## src/rtl/dmem_arb_pkg.sv

```systemverilog
// Shared encodings for the two-requester data-memory arbiter.
// Imported by the arbiter top and its round-robin picker.
package dmem_arb_pkg;

    typedef enum logic [1:0] {
        IDLE  = 2'd0,
        ISSUE = 2'd1,
        RESP  = 2'd2
    } arb_state_e;

    localparam logic REQ_CORE = 1'b0;
    localparam logic REQ_DBG  = 1'b1;

    localparam logic [31:0] RESP_ZERO = 32'h0;

endpackage

```

## src/rtl/dmem_arbiter_rr_pick2.sv

```systemverilog
// Two-way round-robin picker: on a tie the requester
// that did not win last time is chosen.
module rr_pick2
    import dmem_arb_pkg::*;
(
    input  logic [1:0] valid,
    input  logic       last,
    output logic [1:0] grant,
    output logic       grant_id
);

    always_comb begin
        grant_id = REQ_CORE;
        unique case (1'b1)
            (valid == 2'b11): grant_id = ~last;
            (valid == 2'b10): grant_id = REQ_DBG;
            default:          grant_id = REQ_CORE;
        endcase
        grant = {grant_id, ~grant_id} & {2{|valid}};
    end

endmodule

```

## src/rtl/dmem_arbiter.sv

```systemverilog
// Shares one single-port synchronous data memory between the
// core data port and the debug/loader master, one access at a time.
module dmem_arbiter
    import dmem_arb_pkg::*;
#(
    parameter int MEM_WORDS = 256,
    parameter int ADDR_W    = 32
) (
    input  logic              clk_i,
    input  logic              rst_i,

    input  logic              m0_valid_i,
    output logic              m0_ready_o,
    input  logic              m0_we_i,
    input  logic [ADDR_W-1:0] m0_addr_i,
    input  logic [31:0]       m0_wdata_i,
    output logic              m0_resp_o,
    output logic              m0_err_o,
    output logic [31:0]       m0_rdata_o,

    input  logic              m1_valid_i,
    output logic              m1_ready_o,
    input  logic              m1_we_i,
    input  logic [ADDR_W-1:0] m1_addr_i,
    input  logic [31:0]       m1_wdata_i,
    output logic              m1_resp_o,
    output logic              m1_err_o,
    output logic [31:0]       m1_rdata_o,

    output logic              mem_en_o,
    output logic              mem_we_o,
    output logic [ADDR_W-1:0] mem_addr_o,
    output logic [31:0]       mem_wdata_o,
    input  logic [31:0]       mem_rdata_i,

    output logic              busy_o
);

    localparam logic [ADDR_W-1:0] WORD_LIMIT =
        ADDR_W'(MEM_WORDS);

    arb_state_e state_q;
    arb_state_e state_d;

    logic              last_q;
    logic              owner_q;
    logic              we_q;
    logic              err_q;

    logic              mem_en_q;
    logic              mem_we_q;
    logic [ADDR_W-1:0] mem_addr_q;
    logic [31:0]       mem_wdata_q;

    logic [1:0]        grant;
    logic              grant_id;
    logic [1:0]        ready;
    logic              accept;
    logic              resp;
    logic [31:0]       resp_data;

    logic              sel_we;
    logic [ADDR_W-1:0] sel_addr;
    logic [31:0]       sel_wdata;
    logic              sel_ok;

    rr_pick2 u_pick (
        .valid    ({m1_valid_i, m0_valid_i}),
        .last     (last_q),
        .grant    (grant),
        .grant_id (grant_id)
    );

    assign sel_we    = grant_id ? m1_we_i    : m0_we_i;
    assign sel_addr  = grant_id ? m1_addr_i  : m0_addr_i;
    assign sel_wdata = grant_id ? m1_wdata_i : m0_wdata_i;

    // Compare the full word index so high bits never alias into range.
    assign sel_ok =
        (sel_addr[1:0] == 2'b00) &&
        ({2'b00, sel_addr[ADDR_W-1:2]} < WORD_LIMIT);

    always_ff @(posedge clk_i) begin
        if (rst_i) begin
            state_q <= IDLE;
        end else begin
            state_q <= state_d;
        end
    end

    always_comb begin
        state_d = state_q;
        ready   = 2'b00;
        resp    = 1'b0;
        unique case (state_q)
            IDLE: begin
                ready = grant & {2{~rst_i}};
                if (|ready) begin
                    state_d = ISSUE;
                end
            end
            ISSUE: begin
                state_d = RESP;
            end
            RESP: begin
                resp    = 1'b1;
                state_d = IDLE;
            end
            default: begin
                state_d = IDLE;
            end
        endcase
    end

    assign accept = |ready;

    always_ff @(posedge clk_i) begin
        if (rst_i) begin
            last_q      <= REQ_DBG;
            owner_q     <= REQ_CORE;
            we_q        <= 1'b0;
            err_q       <= 1'b0;
            mem_en_q    <= 1'b0;
            mem_we_q    <= 1'b0;
            mem_addr_q  <= '0;
            mem_wdata_q <= RESP_ZERO;
        end else if (accept) begin
            last_q      <= grant_id;
            owner_q     <= grant_id;
            we_q        <= sel_we;
            err_q       <= ~sel_ok;
            mem_en_q    <= sel_ok;
            mem_we_q    <= sel_we;
            mem_addr_q  <= sel_addr;
            mem_wdata_q <= sel_wdata;
        end else if (state_q == ISSUE) begin
            mem_en_q    <= 1'b0;
            mem_we_q    <= 1'b0;
            mem_addr_q  <= '0;
            mem_wdata_q <= RESP_ZERO;
        end
    end

    // Read data only passes through for a legal read.
    assign resp_data =
        (resp && !err_q && !we_q) ? mem_rdata_i : RESP_ZERO;

    assign m0_ready_o = ready[0];
    assign m1_ready_o = ready[1];

    assign m0_resp_o  = resp & (owner_q == REQ_CORE);
    assign m1_resp_o  = resp & (owner_q == REQ_DBG);
    assign m0_err_o   = m0_resp_o & err_q;
    assign m1_err_o   = m1_resp_o & err_q;
    assign m0_rdata_o = m0_resp_o ? resp_data : RESP_ZERO;
    assign m1_rdata_o = m1_resp_o ? resp_data : RESP_ZERO;

    assign mem_en_o    = mem_en_q;
    assign mem_we_o    = mem_we_q;
    assign mem_addr_o  = mem_addr_q;
    assign mem_wdata_o = mem_wdata_q;

    assign busy_o = (state_q != IDLE);

endmodule
```

## config.mk

```make
export PLATFORM = sky130hd
export DESIGN_NAME = dmem_arbiter
export DESIGN_NICKNAME = d
export VERILOG_FILES = /design/src/rtl/dmem_arb_pkg.sv /design/src/rtl/dmem_arbiter_rr_pick2.sv /design/src/rtl/dmem_arbiter.sv
export SDC_FILE = /design/constraint.sdc
export NUM_CORES = 1
export LEC_CHECK = 0
export CORE_AREA = 2 2 118 120
export CTS_BUF_LIST = sky130_fd_sc_hd__clkbuf_16
export DETAILED_ROUTE_END_ITERATION = 7
export DIE_AREA = 0 0 120 122
export PLACE_DENSITY = 0.73
export RECOVER_POWER = 50
export SLEW_MARGIN = 15
export SYNTH_ARGS = -nofsm -noshare
export SYNTH_HDL_FRONTEND = slang
export SYNTH_SLANG_ARGS = --single-unit
export TNS_END_PERCENT = 10
```

## constraint.sdc

```tcl
create_clock -name clk_i -period 1.3 [get_ports clk_i]
set_input_delay 0.13 -clock clk_i [delete_from_list [all_inputs] [get_ports clk_i]]
set_output_delay 0.13 -clock clk_i [all_outputs]
set_load 0.005 [all_outputs]
```

Word-level counts from Yosys, hierarchy flattened
Cells that the tools add are included.

Output and inout bits: 137. Register bits after elaboration: 72.

Equality and inequality tests: 5. Bitwise operators: 11. Reductions and logical operators: 12. $lt $le $gt $ge: 1. Multiplexer cells: 17.

Operators with widths (count): 2-to-1 mux 32 bit (8); < comparator 30 x 9 -> 1 bit (second input constant) (1); == test 2 bit (second input constant) (3); OR reduction 2 bit (3); 2-to-1 mux 1 bit (5); NOT 1 bit (5); AND 1 bit (4); AND 2 bit (2); zero test 2 bit (2); 2-to-1 mux 2 bit (2); case mux 2 bit (2 select lines) (1); nonzero test 2 bit (2); logical AND 1 bit (3); == test 2 x 1 -> 1 bit (second input constant) (1); zero test 1 bit (2); inequality test 2 bit (second input constant) (1); case mux 1 bit (2 select lines) (1).

Depth between registers and ports, before layout
Word-level depth: 8. Gate-level depth with buffers: 8.

By module
From an unflattened synthesis, not the netlist that was laid out.

Cell total of the unflattened synthesis: 407. Area, all modules: 3803.6 um^2.

Modules (own cells, without submodules): dmem_arbiter (cells an instance 403, instances 1, area each 3777.4 um^2, seq. area each 1441.4 um^2); rr_pick2 (cells an instance 4, instances 1, area each 26.3 um^2, seq. area each 0.0 um^2).

Worst setup path after synthesis
No wires, ideal clock.

Kind: register to output. Start point: register state_q[1]. End point: output port m0_rdata_o[10]. Data arrival time: 1.227 ns. Buffers on the path: 1. Stages on the path, launching flop included: 5. Slack: -0.057 ns. Cell sequence: dfxtp_1 -> nor3b_2 -> nor3b_2 -> clkbuf_1 -> and2_1.

Elaborated cells between the ends (all ways): 7. Classes of those cells: 1 x eq/ne; 3 x mux; 1 x bitwise; 2 x reduce/logical.

RTL lines: start: declaration (RTL line dmem_arbiter.sv:42) `arb_state_e state_q;`; start signal: assignment (RTL line dmem_arbiter.sv:87) `state_q <= state_d;`; == test 2 bit (RTL line dmem_arbiter.sv:95) `unique case (state_q)`; 2-to-1 mux 1 bit (RTL line dmem_arbiter.sv:95); AND 1 bit (RTL line dmem_arbiter.sv:151) `assign m0_resp_o = resp & (owner_q == REQ_CORE);`; named net m0_resp_o (RTL line dmem_arbiter.sv:17) `output logic m0_resp_o,`; 2-to-1 mux 32 bit (RTL line dmem_arbiter.sv:155) `assign m0_rdata_o = m0_resp_o ? resp_data : RESP_ZERO;`; end: declaration (RTL line dmem_arbiter.sv:19) `output logic [31:0] m0_rdata_o,`.

The timed path passes the listed nets, and every way through them passes these cells.

Worst setup path in the final report
Start point: register state_q[0]. End point: output port m0_rdata_o[26].

Word-level cells in the longest chain between the ends: 6. Elaborated cells between the ends (all ways): 7. Classes of those cells: 1 x eq/ne; 3 x mux; 1 x bitwise; 2 x reduce/logical.

Ends and longest elaborated chain: == test 2 bit * (RTL line dmem_arbiter.sv:95); 2-to-1 mux 1 bit * (RTL line dmem_arbiter.sv:95); logical AND 1 bit (2 in series) (RTL line dmem_arbiter.sv:146) `(resp && !err_q && !we_q) ? mem_rdata_i : RESP_ZERO;`; 2-to-1 mux 32 bit (RTL line dmem_arbiter.sv:146); 2-to-1 mux 32 bit * (RTL line dmem_arbiter.sv:155).

Mark *: on every way between the ends. The rest lies on a longest branch, timed or not.

==> results.md <==
- Outcome: finished with violations
- Failing checks: negative setup slack
- Skew final: 3.891 ps
- First-pass DRT Iterations: 4
- Reg-to-reg startpoint: state_q[0]
- Synthesis Warnings: 0
- Most frequent cell after synthesis: nand2_1
- Area growth syn-to-layout: 108.3%
- #FFs+latches synth: 72
- Crit Path Max Fanout: 8
- Post-synthesis async set-or-reset flop share: 0%
- Total grt overflow: 0
- WS Path Type: flip-flop to output port
- Slowest stage cell on the critical path: dfxtp_4
- First-pass GRT wire length: 24260 um
- Reg2Reg Capture Point: err_q
- Depth of the CTS H-tree: 3
- Pwr Density: 878.1 nW/um^2
- Post-route ant nets: 0
- Initial antenna violation count: 2
- R2R cell count: 8
- Fin. Hold Viols: 0
- Mapped cell area: 3692 um^2
- DRT iter0 DRCs: 148
- Max incr delay on CP: 360 ps
- # setup viols final: 137
- CP Launch Type: flip-flop
- Fmax: 550.8 MHz
- Vias in the first global route: 4638
- Mean Syn Cell Area: 7.033 um^2
- Synth top cells by count: 123 x nand2_1, 105 x a21oi_1, 72 x dfxtp_1
- Worst path most repeated cell: buf_6
- CP delay by family, top: simple AND/OR/NAND/NOR gates
- Io pins: 303
- Die span in y: 122 um
- Final Non-Filler Cells: 1048
- GP Congestion: 0.8323
- Critical path arrival: 1690 ps
- Largest net degree at the start of global routing: 38
- Clk sink count: 72
- Final setup margin: -515.5 ps
- Setup slack at placement: -646.6 ps
- Initial Util: 27.34%
- Register area: 1449 um^2
- Hold Crit Start: rst_i
- Clk root buf: clkbuf_16
- RSZ-0062 raised after global routing: yes
- Area leader, netlist: dfxtp_1
- Post-DP HPWL: 12090 um
- Die W: 120 um
- Worst path cell trace: nor3b_4 > nor3b_4 > buf_6 > buf_6 > buf_6 > and2_4 > buf_6
- Gate Count Post-Synth: 525
- Distinct cells, synth: 29
- Top FF cell, synth: dfxtp_1
- Via count: 4825
- Max Cap Viol: 0
- Worst Path Buf+Inv: 4
- Class of the worst hold path: input port to flip-flop
- Drt via density: 4.604
- Fin crit period: 1816 ps
- Routed WL: 16270 um
- Crit. End Element: output port
- Total Routing Usage GR: 21.04%
- Nets: 1027
- Layout Utilization: 56.94%
- Hold Crit Endpoint: mem_wdata_o[20]
- Final period util: 139.7%
- Design area: 7690 um^2
- P_leak: 3.652 nW
- Filler cells: 1337
- Syn nets: 691
- Site Rows: 43
- Number of port buffers: 302
- Slew headroom: 72.42%
- Area contributors post-synth: dfxtp_1 39%, a21oi_1 14%, nand2_1 13%
- Die outline area: 14640 um^2
- Wire length per cell: 15.52 um
- Total negative setup slack: -36780 ps
- Area of the multi-input gates: 2316 um^2
- Hold Path Cell Cnt: 3
- Share of the synthesized area in the top cell type: 39.04%
- Post-synth EDFFs: 0
- Pins Over Slew Limit: 0
- CTS buffer count: 9
- Sequential area share after synthesis: 39.04%
- Clock buffer depth: 2
- Clock tree from TritonCTS: done
- VDD IR max: 726.3 uV
- Clock transition at path regs: 60 ps
- Flop2flop setup slack: -320 ps
- Placed cell areas: 7219 um^2
- Ratio of cells with drive above 1 in the final layout: 25.75%
- Clk Latency, worst-skew pair: 330 ps
- Core area: 13500 um^2
- Drc violations: 0
- Post-Place Cells: 1016
- Worst slew pin tran: 413.8 ps
- Required @ worst endpoint: 1170 ps
-- per-stage QoR --
| stage | power, mW | hold slack [ps] |
|---|---|---|
| final | 6.752 | 368.6 |
| after global routing | 7.099 | 381.8 |
| after CTS | 6.729 | 349.6 |
| after detailed placement | 4.282 | 442.1 |
| after global placement | 4.271 | 435.9 |
| after floorplan | 3.087 | 263.6 |
-- worst max-delay path by stage --
| stage | startpoint | end | slack [ps] | depth (start not counted) |
|---|---|---|---|---|
| after floorplan | state_q[0] | m1_rdata_o[10] | -20 | 5 |
| after global placement | m0_addr_i[10] | err_q | -660 | 7 |
| after detailed placement | m0_addr_i[10] | err_q | -650 | 7 |
| after CTS | state_q[0] | m1_rdata_o[17] | -530 | 7 |
| after global routing | state_q[0] | m0_rdata_o[26] | -610 | 7 |
| final | state_q[0] | m0_rdata_o[26] | -520 | 7 |
-- worst reg2reg max path, delay by kind of cell (launching register included) --
family                 cells  cell delay, ps
AND/OR/NAND/NOR            1             170
flip-flops                 1             360
AO/OA/AOI/OAI              4             560
buffers and inverters      3             440
-- cell usage in the layout (no fill, tap or decap), drive strengths merged, types with 3 or more instances in the layout --
master           n
nor4            10
mux2i           14
clkbuf          10
nor2            55
and2            68
o21ai           13
a21oi          105
inv              6
buf            130
dlymetal6s2s     3
dlygate4sd2     64
nand2          123
nor3             3
nor3b            3
clkdlybuf4s50  163
clkdlybuf4s15    3
clkinv           4
dfxtp           72
-- state kept, by name, indices dropped and copies added, names as in the netlist --
register and flops:
mem_addr_o 32, last_q 1, owner_q 1, mem_we_o 1
we_q 1, mem_wdata_o 32, err_q 1, state_q 2
mem_en_o 1
-- power breakdown --
group | switching (mW) | internal, mW | leakage, nW
clock | 0.954 | 1.48 | 0.141
combinational | 0.807 | 1.07 | 2.92
sequential | 0.0832 | 2.36 | 0.590
-- area by class of cell --
| cell class | count | share of cell area [%] |
|---|---|---|
| Antenna cell | 2 | 0.06508 |
| Multi-Input combinational cell | 408 | 30.12 |
| Inverter | 6 | 0.2929 |
| Tap cell | 180 | 2.929 |
| Timing Repair Buffer | 364 | 43.88 |
| Clock inverter | 7 | 0.9437 |
| Sequential cell | 72 | 18.84 |
| Clock buffer | 9 | 2.929 |
-- per-layer routing --
metal	wire length (um)	vias up	GRT usage [%]	share of wire, %
li1	-	2402	-	-
met1	5969	2217	22.01	37
met2	8653	186	39.67	53
met3	1391	20	8.099	8.6
met4	250	0	4.779	1.5
met5	0	-	0	0
-- what timing repair did --
action | CTS | global route
endpoints found under the setup margin | 203 | 143
cloned | 3 | 2
resized for setup | 395 | 89
endpoints found under the hold margin | 0 | 0
setup buffers | 9 | 3
hold buffers | 0 | 0
pin swaps | 36 | 13
-- cells by family (layout without fill, tap and decap cells) --
logic type / after synthesis / in the layout / share of synthesized area, %
AO/OA/AOI/OAI: 126 / 126 / 17.96
buffers and inverters: 45 / 386 / 5.422
flip-flops: 72 / 72 / 39.04
multiplexers: 14 / 14 / 3.795
other: 0 / 2 / 0
AND/OR/NAND/NOR: 268 / 268 / 33.78
Power figures use the tool's default switching activity.
